<file path="config.mk">
export PLATFORM = sky130hd
export DESIGN_NAME = credit_hit_detector
export DESIGN_NICKNAME = d
export VERILOG_FILES = /design/src/rtl/credit_hit_detector.sv
export SDC_FILE = /design/constraint.sdc
export NUM_CORES = 1
export LEC_CHECK = 0
export CELL_PAD_IN_SITES_DETAIL_PLACEMENT = 1
export CELL_PAD_IN_SITES_GLOBAL_PLACEMENT = 1
export CORE_MARGIN = 1.5
export CORE_UTILIZATION = 39
export CTS_CLUSTER_SIZE = 20
export DETAILED_ROUTE_END_ITERATION = 8
export PLACE_DENSITY = 0.85
export RECOVER_POWER = 25
export SYNTH_ARGS = -nofsm -noshare
export SYNTH_HDL_FRONTEND = slang
export SYNTH_SLANG_ARGS = --single-unit
</file>
<file path="constraint.sdc">
create_clock -name clk -period 4.5 [get_ports clk]
set_input_delay 0.9 -clock clk [delete_from_list [all_inputs] [get_ports clk]]
set_output_delay 0.9 -clock clk [all_outputs]
set_load 0.03 [all_outputs]
</file>
<file path="src/rtl/credit_hit_detector.sv">
// credit_hit_detector
// Producer side of the ball/credit collision interface. Turns per-pixel
// ball/credit overlap into one registered hit pulse per distinct contact.
// A frame-based contact/lockout state machine keeps a resting or grazing
// ball from generating repeated hits, and a saturating counter feeds the
// score logic.
//
// state   | meaning
// --------+-------------------------------------------------------------
// IDLE    | armed; the first overlap pixel produces a hit
// CONTACT | ball touching a credit; waits for a whole frame with no overlap
// LOCKOUT | counting contact-free frames down before re-arming
module credit_hit_detector #(
   parameter int NUM_CREDITS    = 4,
   parameter int LOCKOUT_FRAMES = 8,
   parameter int COUNT_WIDTH    = 8
) (
   input  logic                   clk,
   input  logic                   resetN,
   input  logic                   startOfFrame,
   input  logic                   enable,
   input  logic                   drawBall,
   input  logic                   drawCredit,
   input  logic [3:0]             creditIndex,
   output logic                   collisionBallCredit,
   output logic [3:0]             hitIndex,
   output logic [COUNT_WIDTH-1:0] hitCount
);

   // Counter must hold LOCKOUT_FRAMES; keep at least one bit when it is zero.
   localparam int LOCK_W = (LOCKOUT_FRAMES < 1) ? 1 : $clog2(LOCKOUT_FRAMES + 1);
   localparam logic [LOCK_W-1:0] LOCK_INIT = LOCK_W'(LOCKOUT_FRAMES);

   typedef enum logic [1:0] {
      IDLE    = 2'd0,
      CONTACT = 2'd1,
      LOCKOUT = 2'd2
   } state_t;

   state_t            state, stateNext;
   logic [LOCK_W-1:0] lockCnt, lockNext;
   logic              overlapSeen, seenNext;
   logic              hitNext;
   logic              overlap;

   assign overlap = enable && drawBall && drawCredit && (int'(creditIndex) < NUM_CREDITS);

   // Next-state, lockout down-counter and frame-level contact flag.
   always_comb begin
      stateNext = state;
      lockNext  = lockCnt;
      hitNext   = 1'b0;
      // On a frame start the old flag is consumed below, then reloaded with
      // this pixel's overlap because that pixel belongs to the new frame.
      seenNext  = startOfFrame ? overlap : (overlapSeen | overlap);

      case (state)
         IDLE: begin
            if (overlap) begin
               hitNext   = 1'b1;
               stateNext = CONTACT;
            end
         end
         CONTACT: begin
            if (startOfFrame && !overlapSeen) begin
               if (LOCKOUT_FRAMES == 0) begin
                  stateNext = IDLE;
               end else begin
                  stateNext = LOCKOUT;
                  lockNext  = LOCK_INIT;
               end
            end
         end
         LOCKOUT: begin
            if (startOfFrame) begin
               if (overlapSeen) begin
                  stateNext = CONTACT;
                  lockNext  = '0;
               end else if (lockCnt <= LOCK_W'(1)) begin
                  stateNext = IDLE;
                  lockNext  = '0;
               end else begin
                  lockNext = lockCnt - LOCK_W'(1);
               end
            end
         end
         default: begin
            stateNext = IDLE;
            lockNext  = '0;
         end
      endcase

      // Game stopped: drop any contact history and stay disarmed of pulses.
      if (!enable) begin
         stateNext = IDLE;
         lockNext  = '0;
         seenNext  = 1'b0;
         hitNext   = 1'b0;
      end
   end

   // State, flag and registered outputs; hit index/count change with the pulse.
   always_ff @(posedge clk) begin
      if (!resetN) begin
         state               <= IDLE;
         lockCnt             <= '0;
         overlapSeen         <= 1'b0;
         collisionBallCredit <= 1'b0;
         hitIndex            <= '0;
         hitCount            <= '0;
      end else begin
         state               <= stateNext;
         lockCnt             <= lockNext;
         overlapSeen         <= seenNext;
         collisionBallCredit <= hitNext;
         if (hitNext) begin
            hitIndex <= creditIndex;
            if (hitCount != '1) begin
               hitCount <= hitCount + COUNT_WIDTH'(1);
            end
         end
      end
   end

endmodule

</file>
==> results_dict.tcl, run 1 <==
set metrics [dict create \
    ios 23 \
    critical-path-top-delay-family "simple AND/OR/NAND/NOR gates" \
    fin_crit_ps 2500 \
    grt_pass1_wl_mm 4.77 \
    place_hpwl_mm 2.05 \
    cp_data_required_time_ps 4720 \
    nets 165 \
    worstHoldEndpoint "hitIndex[0]" \
    setup-violations-final 0 \
    min-delay-start "hitIndex[0]" \
    synth-async-reset-ratio 0 \
    critPathMaxFanout 11 \
    die_h_um 55.5 \
    place_congestion 0.786 \
    clk_pin_slew_ps 110 \
    cts.sinks 20 \
    hold_depth 2 \
    cts_setup_buffers 0 \
    drt_iter0_markers 18 \
    hold_viol_final 0 \
    rsz0062_at_grt "no" \
    ys_seq_area_frac 0.372 \
    io_buffers 22 \
    cts_buffers 3 \
    synth-edff-count 0 \
    start_util 0.423 \
    cts_tree "done" \
    drv_cap 0 \
    finClkSkew_ps 8.23 \
    yosysUniqueCellTypes 40 \
    drtAntennaViolNets 0 \
    status "complete, no violations" \
    r2r_end "hitCount[4]" \
    cp_slowest_cell "or3_2" \
    critPathKind "primary input to flop" \
    via_per_inst 5.73 \
    hp-class "flop to flop" \
    grt_max_degree 12 \
    clockBufferDepth 2 \
    power_density_nw_per_um2 230 \
    fin_crit_sh 0.556 \
    grt_usage 0.190 \
    cp_data_arrival_time_ps 2720 \
    leakagePower_nw 0.519 \
    clock.fmax_mhz 400 \
    diodes 0 \
    synth.avg_cell_area_sq_um 8.75 \
    tightest_slew_ps 359 \
    postSynthRegisterBits 20 \
    area_delta_synth_final_pct 25.1 \
    post_cts_resized 0 \
    first_pass_iters 4 \
    timing.rr.start "state[0]" \
    grt-ovfl-total 0 \
    cp-end-kind "flop" \
    wl_mm 2.66 \
    startpoint_type "primary input" \
    fp.coreArea_sq_um 2540 \
    ctsHoldBuffers 0 \
    worstSkewPairLatency_ps 320 \
    cp_cell_sequence "dlygate4sd3_1 > and4bb_1 > nand3_1 > or3_2 > o211a_1" \
    fp.dieArea_sq_um 3080 \
    fillers 306 \
    tns_ps 0 \
    syn_nets 140 \
    reg2regPathDepth 6 \
    worst_path_largest_cell_delay_ps 560 \
    synthFlopType "dfxtp_1" \
    wl_per_cell_um 15.0 \
    vias 1014 \
    drc_errors 0 \
    whs_ps 468 \
    die_x_um 55.5 \
    syn_area_sq_um 1080 \
    yosysWarnings 0 \
    syn-instance-count 123 \
    peakVddDrop_v 0.000138 \
    cts_root_buf "clkbuf_4" \
    first_global_vias 1055 \
    relSlewSlack 0.760 \
    antenna_found_initial 0 \
    rows 18 \
    ff2ff_setup_slack_ps 2530 \
    drv_slew 0 \
    path_buf_inv 1 \
    layout-drive-gt1-share 0.0680 \
    htree_levels 1 \
]
## stage by stage
stage               power [W]  instance area (sq um)  setup slack [ps]  cells   util
global route         0.000320                   1350              1890    177  0.529
CTS                  0.000313                   1350              2100    177  0.531
global placement     0.000204                   1320              1970    173  0.517
floorplan            0.000192                   1080              2540    123      -
finish               0.000310                   1350              2000    177  0.529
detailed placement   0.000205                   1320              1900    173  0.517
## cell type report
cell class / count / area (sq um) / area share
clock buffers: 4 / 36.3 / 0.0270
inverters: 10 / 37.5 / 0.0279
multi-input cells: 91 / 614 / 0.456
flip-flops and latches: 20 / 400 / 0.297
well taps: 30 / 37.5 / 0.0279
repair buffers: 22 / 220 / 0.164
## worst max path at each step
stage / start / end / slack (ps) / depth (start not counted)
floorplan: creditIndex[2] / hitCount[4] / 2540 / 4
global placement: creditIndex[2] / hitCount[4] / 1970 / 5
detailed placement: creditIndex[2] / hitCount[4] / 1900 / 5
CTS: hitCount[2] / hitCount[2] / 2100 / 1
global route: creditIndex[2] / hitCount[4] / 1890 / 5
finish: creditIndex[2] / hitCount[4] / 2000 / 5
## synth_stat cells (3+ instances only)
| cell type | instances | area share |
|---|---|---|
| mux2i_1 | 3 | 0.028 |
| nand3_1 | 4 | 0.019 |
| o21ai_0 | 3 | 0.014 |
| a21oi_1 | 10 | 0.047 |
| and3_2 | 3 | 0.021 |
| nor2_1 | 5 | 0.017 |
| ha_1 | 7 | 0.081 |
| nor3_1 | 6 | 0.028 |
| inv_1 | 9 | 0.031 |
| nand2_1 | 14 | 0.049 |
| dfxtp_1 | 20 | 0.37 |
## power breakdown
part	internal (W)	total, W	leakage [nW]	switching (W)
Clock	0.0000495	0.000110	0.0210	0.0000607
Combinational	0.0000109	0.0000216	0.337	0.0000107
Sequential	0.000178	0.000178	0.161	0.000000595
Total	0.000238	0.000310	0.519	0.0000720
## sequential cells by signal, summed over array words and instances (netlist names)
signal               flops
hitCount                 8
hitIndex                 4
lockCnt                  4
state                    2
collisionBallCredit      1
overlapSeen              1
## per-layer routing
metal  share of wire  wire [um]  global-route usage
met1            0.47       1260               0.237
met3           0.037         98              0.0398
met5               0          0                   0
met2            0.48       1270               0.328
met4           0.011         29              0.0557
## layout by cell type, fill, tap and decap left out, types with 2 or more instances in the layout
cell             instances
a41oi_1                  2
and3_1                   2
clkbuf_4                 3
clkdlybuf4s50_1         19
nand4_1                  2
and3_2                   3
dfxtp_1                 20
nand2_1                 14
ha_1                     7
nor4b_1                  2
nand3b_1                 2
nand3_1                  5
nor3_1                   6
a21oi_1                 10
mux2i_1                  3
nand2b_1                 2
and2_1                   2
dlygate4sd3_1            3
o211a_1                  2
and4_1                   2
o21ai_0                  3
inv_1                    9
or3_1                    2
nor2_1                   5
## logic make-up (layout without fill, tap and decap cells)
logic type | count (synthesis) | after routing | share of synthesized area
XOR/XNOR | 1 | 1 | 0.00814
AND/OR/NAND/NOR | 53 | 53 | 0.280
adder cells (fa/ha/maj) | 7 | 7 | 0.0814
flip-flops | 20 | 20 | 0.372
AO/OA/AOI/OAI | 26 | 26 | 0.167
buffers and inverters | 12 | 36 | 0.0523
multiplexers | 4 | 4 | 0.0384
## worst register-to-register path: cells and delay by family, from the launching register on
family / cells / cell delay (ps)
AO/OA/AOI/OAI: 1 / 130
adder cells (fa/ha/maj): 1 / 230
buffers and inverters: 1 / 100
flip-flops: 1 / 340
AND/OR/NAND/NOR: 3 / 1070
(Power assumes the default switching activity.)
==> inputs of run 2 (changes only) <==
--- a/config.mk
+++ b/config.mk
@@ -8,10 +8,10 @@
 export CELL_PAD_IN_SITES_DETAIL_PLACEMENT = 1
 export CELL_PAD_IN_SITES_GLOBAL_PLACEMENT = 1
 export CORE_MARGIN = 1.5
-export CORE_UTILIZATION = 39
+export CORE_UTILIZATION = 33
 export CTS_CLUSTER_SIZE = 20
 export DETAILED_ROUTE_END_ITERATION = 8
-export PLACE_DENSITY = 0.85
+export PLACE_DENSITY = 0.77
 export RECOVER_POWER = 25
 export SYNTH_ARGS = -nofsm -noshare
 export SYNTH_HDL_FRONTEND = slang
==> constraint.sdc (replaced) <==
create_clock -name clk -period 2.3 [get_ports clk]
set_input_delay 0.46 -clock clk [delete_from_list [all_inputs] [get_ports clk]]
set_output_delay 0.46 -clock clk [all_outputs]
set_load 0.03 [all_outputs]
==> run 2 against run 1 <==
Net effect: power grew 80%; via count shrank 1.6%; die area grew 17%; non-clock buffer count grew 1; critical path depth shrank 4; final cell count grew 7.9%; clock skew grew 0.91 ps.
==> results_dict.tcl, run 2 (synthesis gave the netlist of run 1 again) <==
set metrics [dict create \
    first_global_vias 1017 \
    cts.sinks 20 \
    layout-drive-gt1-share 0.0612 \
    htree_levels 1 \
    fp.coreArea_sq_um 3080 \
    whs_ps 498 \
    clock.fmax_mhz 516 \
    fin_area_sq_um 1350 \
    hp-class "flop to flop" \
    rsz0062_at_grt "no" \
    grt-ovfl-total 0 \
    top_layer_used "met4" \
    fillers 380 \
    ctsHoldBuffers 0 \
    antenna_found_initial 0 \
    fin_crit_ps 1940 \
    cp-end-kind "output port" \
    wl_met2_mm 1.47 \
    fin_crit_sh 0.843 \
    drc_errors 0 \
    critPathKind "flop to output port" \
    status "complete, no violations" \
    diodes 0 \
    cts_root_buf "clkbuf_4" \
    finClkSkew_ps 9.14 \
    power_density_nw_per_um2 413 \
    relSlewSlack 0.747 \
    hold_viol_final 0 \
    cp_data_arrival_time_ps 1480 \
    leakagePower_nw 0.513 \
    first_pass_iters 3 \
    die_x_um 60.1 \
    final_cell_mix "clkdlybuf4s50_1, dfxtp_1, nand2_1" \
    top_register "hitCount" \
    cts_tree "done" \
    cp_data_required_time_ps 1840 \
    drtAntennaViolNets 0 \
    layout_commonest_cell "clkdlybuf4s50_1" \
    cts_setup_buffers 0 \
    rows 20 \
    grt_pass1_wl_mm 4.64 \
    via_per_inst 5.23 \
    wl_mm 2.74 \
    drv_cap 0 \
    drt_iter0_markers 25 \
    setup-violations-final 0 \
    peakVddDrop_v 0.000272 \
    place_congestion 0.819 \
    vias 998 \
    wl_per_cell_um 14.3 \
    cp_slowest_cell "clkdlybuf4s50_1" \
    clk_pin_slew_ps 120 \
    nets 166 \
    die_h_um 60.1 \
    io_buffers 22 \
    start_util 0.350 \
    drv_slew 0 \
    worst_path_largest_cell_delay_ps 710 \
    dpl_cell_area_sq_um 1340 \
    reg_top3 "hitCount (8), hitIndex (4), lockCnt (4)" \
    tightest_slew_ps 377 \
    worstSkewPairLatency_ps 300 \
    fp.dieArea_sq_um 3610 \
    path_buf_inv 1 \
    grt_max_degree 12 \
    tns_ps 0 \
    clockBufferDepth 2 \
    routed-wl-met3_um 65 \
    ios 23 \
    area_delta_synth_final_pct 25.8 \
    place_hpwl_mm 2.21 \
    critPathMaxFanout 7 \
    largest_reg_flops 8 \
    cp_cell_sequence "clkdlybuf4s50_1" \
    startpoint_type "flop" \
    post_cts_resized 0 \
    critical-path-top-delay-family "buffers and inverters" \
    cts_buffers 3 \
    grt_usage 0.170 \
    wl_met1_mm 1.18 \
]
## run 2: cell count changes in the layout (fill, tap and decap cells not counted), sizes merged
cell	change
clkdlybuf4s50	+2
dlygate4sd3	-2
## run 2: stage by stage
stage           util  setup WS, ps  instances  power [W]
2_1_floorplan      -           647        123   0.000376
3_3_place_gp   0.435           296        188   0.000400
3_5_place_dp   0.435           219        188   0.000402
4_1_cts        0.443           357        191   0.000568
5_1_grt        0.440           203        191   0.000585
6_report       0.440           361        191   0.000559
## run 2: per-layer routing
metal,vias to the layer above,track usage
met2,16,0.326
met1,481,0.190
met4,0,0.0286
li1,497,-
met3,4,0.0390
met5,-,0
## run 2: path summary, 6_finish.rpt
kind,slack [ps],cells past startpoint,startpoint,to
setup reg to reg,390,7,state[0],hitCount[6]
hold / removal,500,2,lockCnt[1],lockCnt[1]
hold reg to reg,500,2,lockCnt[1],lockCnt[1]
setup / recovery,360,1,hitCount[3],hitCount[3]
## run 2: tightest hold or removal path: cells and delay by family (launching register included)
family | cells | cell delay (ps)
DFF | 1 | 340
and+or+nand+nor | 1 | 70
AOI/OAI and AO/OA | 1 | 50
## run 2: cell type report
class	instances	area, sq um	area share
inverter	10	37.5	0.0277
tap	44	55.1	0.0407
multi-input combinational	91	614	0.454
sequential	20	400	0.296
clock buffer	3	22.5	0.0166
timing repair buffer	23	224	0.165
## run 2: report_power, final
| part | internal (W) | total, W | switching (W) |
|---|---|---|---|
| clock | 0.0000610 | 0.000166 | 0.000105 |
| sequential | 0.000348 | 0.000349 | 0.00000120 |
| combinational | 0.0000221 | 0.0000436 | 0.0000215 |
| total | 0.000431 | 0.000559 | 0.000128 |
